===== src/rtl/code_lock_fsm_pkg.sv =====
// Shared encodings and helpers for the keypad code-lock controller.
package code_lock_fsm_pkg;

    typedef enum logic [1:0] {
        S_WPR  = 2'd0,
        S_CHK  = 2'd1,
        S_OPEN = 2'd2,
        S_BLK  = 2'd3
    } state_t;

    localparam logic SL_LOCKED = 1'b1;
    localparam logic SL_OPEN   = 1'b0;

    function automatic int max_int(input int a, input int b);
        return (a > b) ? a : b;
    endfunction

endpackage


===== src/rtl/code_lock_fsm_lock_timer.sv =====
// Loadable down-counter shared by the open window and the lockout period.
module lock_timer #(
    parameter int W = 8
) (
    input  logic         clk,
    input  logic         rst,
    input  logic         load,
    input  logic [W-1:0] load_val,
    input  logic         dec,
    output logic         zero
);

    logic [W-1:0] count;

    // Saturates at zero so a late decrement can never wrap the counter.
    always_ff @(posedge clk or negedge rst) begin
        if (!rst) begin
            count <= '0;
        end else if (load) begin
            count <= load_val;
        end else if (dec && (count != '0)) begin
            count <= count - 1'b1;
        end
    end

    assign zero = (count == '0);

endmodule


===== src/rtl/code_lock_fsm.sv =====
// Keypad code-lock controller: digit entry, compare, timed open window and lockout.
// Build option CODE_LOCK_KEY_EDGE_EN: accept digits on rising edges of a level key_valid.
module code_lock_fsm
    import code_lock_fsm_pkg::*;
#(
    parameter int DIGIT_W        = 4,
    parameter int CODE_LEN       = 4,
    parameter int MAX_TRIES      = 3,
    parameter int OPEN_CYCLES    = 1000,
    parameter int LOCKOUT_CYCLES = 5000
) (
    input  logic                          clk,
    input  logic                          rst,
    input  logic                          key_valid,
    input  logic [DIGIT_W-1:0]            key_code,
    input  logic                          key_clr,
    input  logic [CODE_LEN*DIGIT_W-1:0]   code_ref,
    output logic [1:0]                    st,
    output logic                          st_l,
    output logic                          alarm,
    output logic [$clog2(CODE_LEN+1)-1:0] digit_cnt,
    output logic [3:0]                    tries_left
);

    localparam int CODE_W  = CODE_LEN * DIGIT_W;
    localparam int CNT_W   = $clog2(CODE_LEN + 1);
    localparam int TIMER_W = $clog2(max_int(OPEN_CYCLES, LOCKOUT_CYCLES) + 1);

    state_t              state;
    logic [CODE_W-1:0]   entry;
    logic                accept;
    logic [DIGIT_W-1:0]  digit;
    logic                match;
    logic                tmr_load;
    logic                tmr_dec;
    logic                tmr_zero;
    logic [TIMER_W-1:0]  tmr_val;

`ifdef CODE_LOCK_KEY_EDGE_EN
    logic               key_q;
    logic               key_q2;
    logic [DIGIT_W-1:0] code_q;

    // Code travels with the registered strobe so digit and edge stay aligned.
    always_ff @(posedge clk or negedge rst) begin
        if (!rst) begin
            key_q  <= 1'b0;
            key_q2 <= 1'b0;
            code_q <= '0;
        end else begin
            key_q  <= key_valid;
            key_q2 <= key_q;
            code_q <= key_code;
        end
    end

    assign accept = key_q & ~key_q2;
    assign digit  = code_q;
`else
    assign accept = key_valid;
    assign digit  = key_code;
`endif

    assign match    = (entry == code_ref);
    assign tmr_load = (state == S_CHK) && (match || (tries_left == 4'd1));
    assign tmr_val  = match ? TIMER_W'(OPEN_CYCLES - 1) : TIMER_W'(LOCKOUT_CYCLES - 1);
    assign tmr_dec  = (state == S_OPEN) || (state == S_BLK);

    lock_timer #(
        .W (TIMER_W)
    ) u_timer (
        .clk      (clk),
        .rst      (rst),
        .load     (tmr_load),
        .load_val (tmr_val),
        .dec      (tmr_dec),
        .zero     (tmr_zero)
    );

    always_ff @(posedge clk or negedge rst) begin
        if (!rst) begin
            state      <= S_WPR;
            st_l       <= SL_LOCKED;
            alarm      <= 1'b0;
            digit_cnt  <= '0;
            tries_left <= 4'(MAX_TRIES);
            entry      <= '0;
        end else begin
            unique case (state)
                S_WPR: begin
                    if (key_clr) begin
                        entry     <= '0;
                        digit_cnt <= '0;
                    end else if (accept) begin
                        entry     <= (entry << DIGIT_W) | CODE_W'(digit);
                        digit_cnt <= digit_cnt + 1'b1;
                        if (digit_cnt == CNT_W'(CODE_LEN - 1)) begin
                            state <= S_CHK;
                        end
                    end
                end
                S_CHK: begin
                    digit_cnt <= '0;
                    entry     <= '0;
                    if (match) begin
                        state      <= S_OPEN;
                        st_l       <= SL_OPEN;
                        tries_left <= 4'(MAX_TRIES);
                    end else if (tries_left > 4'd1) begin
                        state      <= S_WPR;
                        tries_left <= tries_left - 4'd1;
                    end else begin
                        state      <= S_BLK;
                        tries_left <= 4'd0;
                        alarm      <= 1'b1;
                    end
                end
                S_OPEN: begin
                    if (key_clr || tmr_zero) begin
                        state <= S_WPR;
                        st_l  <= SL_LOCKED;
                    end
                end
                S_BLK: begin
                    if (tmr_zero) begin
                        state      <= S_WPR;
                        alarm      <= 1'b0;
                        tries_left <= 4'(MAX_TRIES);
                    end
                end
                default: state <= S_WPR;
            endcase
        end
    end

    assign st = state;

endmodule


===== config.mk =====
export PLATFORM = sky130hd
export DESIGN_NAME = code_lock_fsm
export DESIGN_NICKNAME = d
export VERILOG_FILES = /design/src/rtl/code_lock_fsm_pkg.sv /design/src/rtl/code_lock_fsm_lock_timer.sv /design/src/rtl/code_lock_fsm.sv
export SDC_FILE = /design/constraint.sdc
export NUM_CORES = 1
export LEC_CHECK = 0
export CORE_MARGIN = 2
export CORE_UTILIZATION = 40
export DETAILED_ROUTE_END_ITERATION = 8
export MAX_ROUTING_LAYER = met4
export PLACE_DENSITY_LB_ADDON = 0.2
export SYNTH_ARGS = -nofsm -noshare
export SYNTH_HDL_FRONTEND = slang
export SYNTH_SLANG_ARGS = --single-unit

===== constraint.sdc =====
create_clock -name clk -period 4.4 [get_ports clk]
set_input_delay 1.1 -clock clk [delete_from_list [all_inputs] [get_ports clk]]
set_output_delay 1.1 -clock clk [all_outputs]
set_load 0.01 [all_outputs]

==> flow_metrics.tcl <==
set metrics [dict create \
    final_hold_viol_count 0 \
    htreeDepth 2 \
    ios 35 \
    layout.nets 255 \
    grt.overflow.total 0 \
    cpPeakStageDelay_ns 0.50 \
    p_leak_nw 1.125 \
    rsz0062_at_grt "no" \
    layoutNonFillerInstCount 296 \
    syn_inst 189 \
    ir_drop_mv 0.1361 \
    crit_buf_inv 1 \
    clock-root-buffer "clkbuf_8" \
    required_ns 4.56 \
    worstSetupPathType "input pin to flip-flop" \
    cts_buffers 5 \
    grt_pass1_wl_um 6975 \
    arrival_ns 2.93 \
    synth_area_um2 2056 \
    timing.fmax_ghz 0.3611 \
    place_inst 288 \
    tritoncts "built" \
    clock_latency_ns 0.29 \
    layout_commonest_cell "dfrtp_1" \
    holdBufCountCts 0 \
    crit_chain "clkdlybuf4s50_1 -> xor2_1 -> nor4_1 -> nand4_1 -> o21ai_1 -> nor2_1" \
    postCtsSetupBuffers 0 \
    synthArstFlopShare_pct 100.0 \
    dr.pass1.iters 4 \
    critPathMaxFanout 7 \
    synth_flop_cell "dfrtp_1" \
    drive_above_1_share_pct 10.62 \
    layout_common_cells "37 x dfrtp_1, 33 x clkdlybuf4s50_1, 18 x xor2_1" \
    ys_seq_area_share_pct 48.87 \
    start_util_pct 40.77 \
    slew_headroom_pct 42.10 \
    clock_skew_ns 0.005134 \
    route.detailed.drc 0 \
    powerDensity_nw_per_um2 287.1 \
    gp_congestion 0.7729 \
    wire_per_inst_um 13.99 \
    setup_viol 0 \
    synth.area.top_cells "dfrtp_1 45%, xor2_1 7.7%, a22o_1 7.2%, dfstp_2 3.8%, ha_1 3.7%" \
    hold_class "flip-flop to flip-flop" \
    cts_num_sinks 40 \
    yosysWarnings 0 \
    drt_iter0_drc 62 \
    antennaDiodeCount 0 \
    cpMaxStageDelayCell "o21ai_1" \
    path_delay_family "simple AND/OR/NAND/NOR gates" \
    antenna_found_initial 0 \
    grt_use_met2_pct 24.93 \
    ant_nets 0 \
    viasPerCell 5.149 \
    synth_top_area_cell "dfrtp_1" \
    synth_cell_type_count 47 \
    grt_pass1_vias 1503 \
    status "completed" \
    synth-seq-cells 40 \
    synth_nets 219 \
    rows 26 \
    setup.worst_path.end_class "flip-flop" \
    post-route-period-util_pct 62.94 \
    tightest_slew_ns 0.8686 \
    die_w_um 75.69 \
    core_area_um2 5042 \
    grt_usage_pct 16.90 \
    cts_resized 0 \
    num_vias 1524 \
    wl_um 4141 \
    yosys.area.top_type_share_pct 45.04 \
    path_clk_slew_ns 0.08 \
    synth_edf_count 0 \
    startpoint_type "input pin" \
    grtUsageMet3_pct 3.571 \
    die_area_um2 5729 \
    io_buffers 34 \
    grt.busiest_layer "met2" \
    finalMaxSlewViolations 0 \
    syn_avg_cell_area_um2 10.88 \
    cts_buffer_depth 2 \
    dp_hpwl_um 3017 \
    finalSetupTns_ns 0 \
    die_h_um 75.69 \
    drv_cap 0 \
    area_growth_pct 25.87 \
    grt_util_met1_pct 22.24 \
    fin_crit_ns 2.769 \
    grt_start_max_net_pins 41 \
]
cell usage after synthesis (all sizes together) (2+ instances only):
cell type / number
o211ai: 2
or3: 3
nor2: 16
ha: 6
clkbuf: 4
a211o: 3
nor4: 5
xor2: 18
dfrtp: 37
o21ai: 7
nor2b: 2
o2bb2ai: 2
a22o: 17
nand3: 4
nor3: 5
a2bb2oi: 2
mux2i: 2
a21oi: 2
dfstp: 3
inv: 8
nand2: 11
buf: 2
nand4: 2
or2: 2
nor4b: 4
xnor2: 4
registers in the layout (all words and copies together) (netlist names):
register / flops
alarm: 1
digit_cnt: 3
entry: 16
st: 2
st_l: 1
tries_left: 4
u_timer.count: 13
report_power, final:
| group | switching [mW] | internal, mW | total, mW |
|---|---|---|---|
| registers | 0.00226 | 0.370 | 0.372 |
| logic | 0.0159 | 0.0249 | 0.0407 |
| clock network | 0.130 | 0.200 | 0.330 |
| total | 0.148 | 0.595 | 0.743 |
area by class of cell:
cell class,count,area (µm²)
Clock buffer,7,96.34
Clock inverter,1,30.03
Fill cell,477,2455
Inverter,8,30.03
Multi-Input combinational cell,135,996.0
Sequential cell,40,1005
Tap cell,70,87.58
Timing Repair Buffer,35,342.8
per-stage QoR:
| step | setup slack (ns) | util [%] | area [µm²] | power, mW | hold WS (ns) |
|---|---|---|---|---|---|
| finish | 1.631 | 51.32 | 2587 | 0.7428 | 0.5091 |
| floorplan | 2.062 | - | 2056 | 0.3883 | 0.4825 |
| global route | 1.434 | 51.32 | 2587 | 0.7713 | 0.5540 |
| detailed placement | 1.257 | 48.81 | 2461 | 0.4210 | 0.5029 |
| CTS | 1.584 | 51.32 | 2587 | 0.7515 | 0.5231 |
| global placement | 1.274 | 48.81 | 2461 | 0.4211 | 0.4959 |
cells by family (layout without fill, tap and decap cells):
family / Yosys count / in the layout / synth area share (%)
flops: 40 / 40 / 48.87
simple gates: 61 / 61 / 17.53
xor+xnor: 22 / 22 / 9.373
mux: 2 / 2 / 0.9739
compound gates: 44 / 44 / 16.92
fa+ha+maj: 6 / 6 / 3.652
buf+inv: 14 / 51 / 2.678
layer usage:
layer  vias to the layer above  share of wire (%)  routed length, µm
met3                         9                4.7                193
met1                       725                 47               1929
met2                        33                 47               1928
met5                         -                  0                  0
met4                         0                2.1                 89
li1                        757                  -                  -
worst paths after layout:
| kind | startpoint | to | slack [ns] | cells past startpoint |
|---|---|---|---|---|
| max | code_ref[3] | u_timer.count[3] | 1.63 | 6 |
| min | digit_cnt[2] | digit_cnt[2] | 0.51 | 2 |
| max reg2reg | u_timer.count[0] | u_timer.count[1] | 2.14 | 7 |
| min reg2reg | digit_cnt[2] | digit_cnt[2] | 0.51 | 2 |
| max in group asynchronous | rst | u_timer.count[5] | 2.94 | 1 |
| min in group asynchronous | rst | tries_left[3] | 0.92 | 1 |
worst min-delay path, delay by kind of cell, from the launching register on:
family / cells / cell delay, ns
AO/OA/AOI/OAI: 1 / 0.06
flip-flops: 1 / 0.37
AND/OR/NAND/NOR: 1 / 0.05
Power figures use the tool's default switching activity.
